`config.mk`:
```
export PLATFORM = sky130hd
export DESIGN_NAME = sobel_window_stream
export DESIGN_NICKNAME = d
export VERILOG_FILES = /design/src/rtl/sobel_window_stream.sv
export SDC_FILE = /design/constraint.sdc
export NUM_CORES = 1
export LEC_CHECK = 0
export CAP_MARGIN = 5
export CORE_ASPECT_RATIO = 0.8
export CORE_MARGIN = 2
export CORE_UTILIZATION = 45
export CTS_CLUSTER_DIAMETER = 80
export DETAILED_ROUTE_END_ITERATION = 10
export PLACE_DENSITY = 0.63
export SLEW_MARGIN = 30
export SYNTH_ARGS = -nofsm -noshare
export SYNTH_HDL_FRONTEND = slang
export SYNTH_SLANG_ARGS = --single-unit
export TNS_END_PERCENT = 30
```
`constraint.sdc`:
```
create_clock -name clk_i -period 8.1 [get_ports clk_i]
set_clock_uncertainty 0.05 [all_clocks]
set_input_delay 1.215 -clock clk_i [delete_from_list [all_inputs] [get_ports clk_i]]
set_output_delay 1.215 -clock clk_i [all_outputs]
set_load 0.005 [all_outputs]
```
`src/rtl/sobel_window_stream.sv`:
```
// Streaming 3x3 Sobel |Gx|+|Gy| over a column-major 3-row pixel strip.
// Define SOBEL_THRESHOLD_EN to binarise the magnitude against threshold_i.
module sobel_window_stream #(
  parameter int PIXEL_WIDTH = 8,
  parameter int OUT_WIDTH   = 8,
  parameter int MAX_COLS    = 640,
  parameter int CNT_W       = $clog2(MAX_COLS + 1)
) (
  input  logic                   clk_i,
  input  logic                   nreset_i,
  input  logic                   start_i,
  input  logic [CNT_W-1:0]       cols_i,
  input  logic [OUT_WIDTH-1:0]   threshold_i,
  input  logic                   px_valid_i,
  output logic                   px_ready_o,
  input  logic [PIXEL_WIDTH-1:0] px_data_i,
  output logic                   out_valid_o,
  input  logic                   out_ready_i,
  output logic [OUT_WIDTH-1:0]   out_data_o,
  output logic                   out_last_o,
  output logic                   busy_o,
  output logic                   err_o
);
  localparam int MAG_W = PIXEL_WIDTH + 3;
  localparam int CMP_W = (MAG_W > OUT_WIDTH) ? MAG_W : OUT_WIDTH;

  typedef enum logic [1:0] {ST_IDLE, ST_FILL, ST_SLIDE, ST_DONE} state_t;

  state_t                 state_reg;
  logic [PIXEL_WIDTH-1:0] win_reg [3][3];
  logic [CNT_W-1:0]       cols_reg;
  logic [CNT_W-1:0]       win_cnt_reg;
  logic [1:0]             col_idx_reg;
  logic [1:0]             row_idx_reg;
  logic                   win_pend_reg;
  logic                   pend_last_reg;
  logic                   err_lock_reg;
  logic                   out_valid_reg;
  logic                   out_last_reg;
  logic [OUT_WIDTH-1:0]   out_data_reg;
  logic                   err_reg;

  logic                   px_accept;
  logic                   cols_legal;
  logic [CNT_W-1:0]       win_cnt_next;
  logic                   win_is_last;
  logic                   transfer;

  assign px_ready_o   = ((state_reg == ST_FILL) || (state_reg == ST_SLIDE)) && !win_pend_reg;
  assign px_accept    = px_valid_i && px_ready_o;
  assign cols_legal   = (cols_i >= CNT_W'(3)) && (cols_i <= CNT_W'(MAX_COLS));
  assign win_cnt_next = win_cnt_reg + 1'b1;
  assign win_is_last  = (win_cnt_next == (cols_reg - CNT_W'(2)));
  assign transfer     = win_pend_reg && (!out_valid_reg || out_ready_i);

  // Sobel arithmetic on zero-extended taps; the window is frozen while win_pend is set.
  logic signed [MAG_W-1:0] tap [3][3];
  for (genvar gi = 0; gi < 9; gi++) begin : g_tap
    assign tap[gi/3][gi%3] = $signed({3'b000, win_reg[gi/3][gi%3]});
  end

  logic signed [MAG_W-1:0] gx, gy, abs_gx, abs_gy;
  logic        [MAG_W-1:0] mag;
  logic    [OUT_WIDTH-1:0] result;

  assign gx = (tap[2][0] + (tap[2][1] <<< 1) + tap[2][2])
            - (tap[0][0] + (tap[0][1] <<< 1) + tap[0][2]);
  assign gy = (tap[0][2] + (tap[1][2] <<< 1) + tap[2][2])
            - (tap[0][0] + (tap[1][0] <<< 1) + tap[2][0]);
  assign abs_gx = gx[MAG_W-1] ? -gx : gx;
  assign abs_gy = gy[MAG_W-1] ? -gy : gy;
  assign mag    = $unsigned(abs_gx) + $unsigned(abs_gy);

`ifdef SOBEL_THRESHOLD_EN
  assign result = (CMP_W'(mag) >= CMP_W'(threshold_i)) ? '1 : '0;
`else
  if (OUT_WIDTH >= MAG_W) begin : g_nosat
    assign result = OUT_WIDTH'(mag);
  end else begin : g_sat
    assign result = (|mag[MAG_W-1:OUT_WIDTH]) ? '1 : mag[OUT_WIDTH-1:0];
  end
  logic unused_threshold;
  assign unused_threshold = &{1'b0, threshold_i};
`endif

  always_ff @(posedge clk_i or negedge nreset_i) begin
    if (!nreset_i) begin
      state_reg     <= ST_IDLE;
      cols_reg      <= '0;
      win_cnt_reg   <= '0;
      col_idx_reg   <= '0;
      row_idx_reg   <= '0;
      win_pend_reg  <= 1'b0;
      pend_last_reg <= 1'b0;
      err_lock_reg  <= 1'b0;
      out_valid_reg <= 1'b0;
      out_last_reg  <= 1'b0;
      out_data_reg  <= '0;
      err_reg       <= 1'b0;
      for (int c = 0; c < 3; c++) begin
        for (int r = 0; r < 3; r++) begin
          win_reg[c][r] <= '0;
        end
      end
    end else begin
      err_reg <= 1'b0;
      if (!start_i) begin
        err_lock_reg <= 1'b0;
      end

      // Output stage: refill the register in the same cycle it is consumed.
      if (transfer) begin
        out_valid_reg <= 1'b1;
        out_data_reg  <= result;
        out_last_reg  <= pend_last_reg;
        win_pend_reg  <= 1'b0;
      end else if (out_ready_i) begin
        out_valid_reg <= 1'b0;
      end

      case (state_reg)
        ST_IDLE: begin
          if (start_i && !err_lock_reg) begin
            if (cols_legal) begin
              state_reg   <= ST_FILL;
              cols_reg    <= cols_i;
              win_cnt_reg <= '0;
              col_idx_reg <= '0;
              row_idx_reg <= '0;
            end else begin
              err_reg      <= 1'b1;
              err_lock_reg <= 1'b1;
            end
          end
        end

        ST_FILL, ST_SLIDE: begin
          if (!start_i) begin
            state_reg     <= ST_IDLE;
            win_cnt_reg   <= '0;
            col_idx_reg   <= '0;
            row_idx_reg   <= '0;
            pend_last_reg <= 1'b0;
          end else if (px_accept) begin
            if (state_reg == ST_FILL) begin
              win_reg[col_idx_reg][row_idx_reg] <= px_data_i;
            end else if (row_idx_reg == 2'd0) begin
              for (int c = 0; c < 2; c++) begin
                for (int r = 0; r < 3; r++) begin
                  win_reg[c][r] <= win_reg[c+1][r];
                end
              end
              win_reg[2][0] <= px_data_i;
            end else begin
              win_reg[2][row_idx_reg] <= px_data_i;
            end

            if (row_idx_reg == 2'd2) begin
              row_idx_reg <= '0;
              if (state_reg == ST_FILL) begin
                col_idx_reg <= col_idx_reg + 2'd1;
              end
              if ((state_reg == ST_SLIDE) || (col_idx_reg == 2'd2)) begin
                win_pend_reg  <= 1'b1;
                pend_last_reg <= win_is_last;
                win_cnt_reg   <= win_cnt_next;
                state_reg     <= win_is_last ? ST_DONE : ST_SLIDE;
              end
            end else begin
              row_idx_reg <= row_idx_reg + 2'd1;
            end
          end
        end

        ST_DONE: begin
          if (!win_pend_reg && !start_i) begin
            state_reg <= ST_IDLE;
          end
        end

        default: state_reg <= ST_IDLE;
      endcase
    end
  end

  assign out_valid_o = out_valid_reg;
  assign out_data_o  = out_data_reg;
  assign out_last_o  = out_last_reg;
  assign busy_o      = (state_reg != ST_IDLE);
  assign err_o       = err_reg;

endmodule

```
==> results.ini <==
[outcome]
status = finished, final reports clean

[cells_and_area]
final_core_util_pct = 50.7
drive_above_1_share_pct = 7.03
largest_reg_flops = 72
n_antenna_cell = 0
synthToLayoutAreaGrowth_pct = 9.50
layout_common_cells = 157 x inv_1, 112 x dfrtp_1, 66 x a21oi_1
multi_input_area_mm2 = 0.00532
layout_commonest_cell = inv_1
fillerInstances = 1802
final-seq-area_mm2 = 0.00280
nets = 1117

[cts]
cts_buffers = 9
cts_resized = 0
clock_sinks = 112
cts_setup_buffers = 0
h-tree-depth = 3
cts_buffer_depth = 2
cts_tree = built
clk_pin_slew_ns = 0.08
cts_hold_buf = 0
cts_root_buf = clkbuf_16
clkLatencyLatePin_ns = 0.36

[timing]
fin_crit_sh_pct = 78.7
fmax_mhz = 157
tightest_slew_ns = 0.884
whs_ns = 0.462
fin_crit_ns = 6.37
setup_viol = 0
rsz0062_at_grt = false
hold_viol_final = 0
slew_headroom_pct = 40.7
fin_setup_tns_ns = 0
final-max-slew-violation-count = 0

[synth]
avgSynthCellArea_um2 = 9.19
synth.area.mux_share_pct = 3.77
synth-edff-count = 0
synth_cells = 965
synth_top_family_by_area = adder cells
ys_types = 62
synth_fa_ha_area_share_pct = 20.6
synth_flop_cell = dfrtp_1
seq_area_frac_synth_pct = 31.6
synth_warnings = 0
synthSimpleGateAreaFrac_pct = 11.5
synth-seq-cells = 112
synth_top_area_share_pct = 31.6
yosysTopAreaCell = dfrtp_1
async_reset_ff_share_pct = 100
synth_compound_area_share_pct = 19.0
synth_area_mm2 = 0.00887
synth-xor-area-share_pct = 5.04
syn-num-nets = 1104
synth.area.top_cells = dfrtp_1 32%, fa_1 14%, inv_1 6.6%

[critical_path]
critPathLaunchType = flop
r2r_cells = 22
reg2reg_slack_ns = 1.73
r2r-end = out_data_o[0]$_DFFE_PN0P_
crit_arrival_ns = 6.55
path_class = reg -> reg
path_max_fanout = 8
r2r_start = tap[69]$_DFFE_PN0P_
cp-end-kind = flop
cp.required_ns = 8.28

[detailed_routing]
routed_wl_mm = 20.0
vias = 6789
firstDrtPassIters = 5
drtIter0Drc = 490
viasPerCell = 5.48
drtAntennaViolNets = 0
drc = 0
avgRoutedWirePerCell_um = 16.2

[floorplan]
die_x_um = 161
start_util_pct = 46.3
num_rows = 45
die_area_mm2 = 0.0208
io_pins = 44
core_area_mm2 = 0.0191
chipHeight_um = 130

[placed_design]
numPortBuffers = 35
gp_congestion = 0.780
hpwlAfterDp_mm = 15.3

[job]
cap_violations = 0

[worst_hold_path]
hp-class = reg -> reg
worstHoldEndpoint = out_last_o$_DFFE_PN0P_
hold_depth = 1
worstHoldStart = pend_last_reg$_DFFE_PN0P_

[global_route]
overflow = 0
antenna_found_initial = 0
grt_pass1_vias = 6734
grt_max_degree = 63
grt_pass1_wl_mm = 34.3
grt_util_all_layers_pct = 20.6

## per-stage QoR
stage / setup slack, ns / std cells / cell area (um2)
2_1_floorplan: 2.45 / 965 / 8870
3_3_place_gp: 1.85 / 1225 / 9420
3_5_place_dp: 1.78 / 1225 / 9420
4_1_cts: 1.72 / 1240 / 9700
5_1_grt: 1.28 / 1240 / 9710
6_report: 1.73 / 1240 / 9710
## layout make-up
type                       instances  area share (%)
multi-input combinational        656            54.8
sequential                       112            28.9
inverter                         158            6.11
timing repair buffer              41            4.05
tap                              258            3.33
clock buffer                       9            2.32
clock inverter                     6           0.554
## metal layers
metal  GRT usage (%)  wire [um]  vias to the layer above
met5               0          0                        -
met4            3.83        185                        0
met3            3.39       1020                       16
met2            32.6       8850                      151
met1            30.4       9990                     3287
li1                -          -                     3335
## worst max path at each step
stage,slack [ns],end,from
after floorplan,2.45,out_data_o[1]$_DFFE_PN0P_,tap[25]$_DFFE_PN0P_
after global placement,1.85,out_data_o[1]$_DFFE_PN0P_,tap[69]$_DFFE_PN0P_
after detailed placement,1.78,out_data_o[0]$_DFFE_PN0P_,tap[69]$_DFFE_PN0P_
after CTS,1.72,out_data_o[0]$_DFFE_PN0P_,tap[69]$_DFFE_PN0P_
after global routing,1.28,out_data_o[0]$_DFFE_PN0P_,tap[69]$_DFFE_PN0P_
final,1.73,out_data_o[0]$_DFFE_PN0P_,tap[69]$_DFFE_PN0P_
## cell usage after synthesis (11+ instances only)
master    number
inv_1        157
dfrtp_1      112
a21oi_1       66
o22ai_1       65
fa_1          63
nand2_1       58
o21ai_0       52
nor2_1        49
ha_1          45
xnor2_1       35
clkbuf_1      29
mux2_2        27
xor2_1        16
and3_1        15
a221oi_1      13
nor2b_1       12
nor4_1        12
nor3_1        11
## cells by family (layout without fill, tap and decap cells)
group | after synthesis | count (layout)
compound gates | 262 | 262
simple gates | 205 | 205
buf+inv | 197 | 214
flops | 112 | 112
fa+ha+maj | 108 | 108
xor+xnor | 51 | 51
mux | 30 | 30
## critical path: stages, from the launching register on
cell      delay (ns)
dfrtp_1         0.42
inv_1           0.08
fa_1            0.51
fa_1            0.55
inv_1           0.05
fa_1            0.54
inv_1           0.05
ha_1            0.35
o21ai_0         0.15
o211ai_1        0.23
o211ai_2        0.14
o21ai_0         0.58
nor2_1          0.11
xnor2_1         0.16
ha_1            0.33
nor2b_1         0.14
o21ai_0         0.21
a21oi_1         0.13
o31ai_1         0.48
o21ai_0         0.42
nor2_1          0.16
nor4b_1         0.33
a211oi_2        0.08
Power is not shown: default switching activity piles up to over one toggle a cycle in this logic, so the estimate is an artifact.
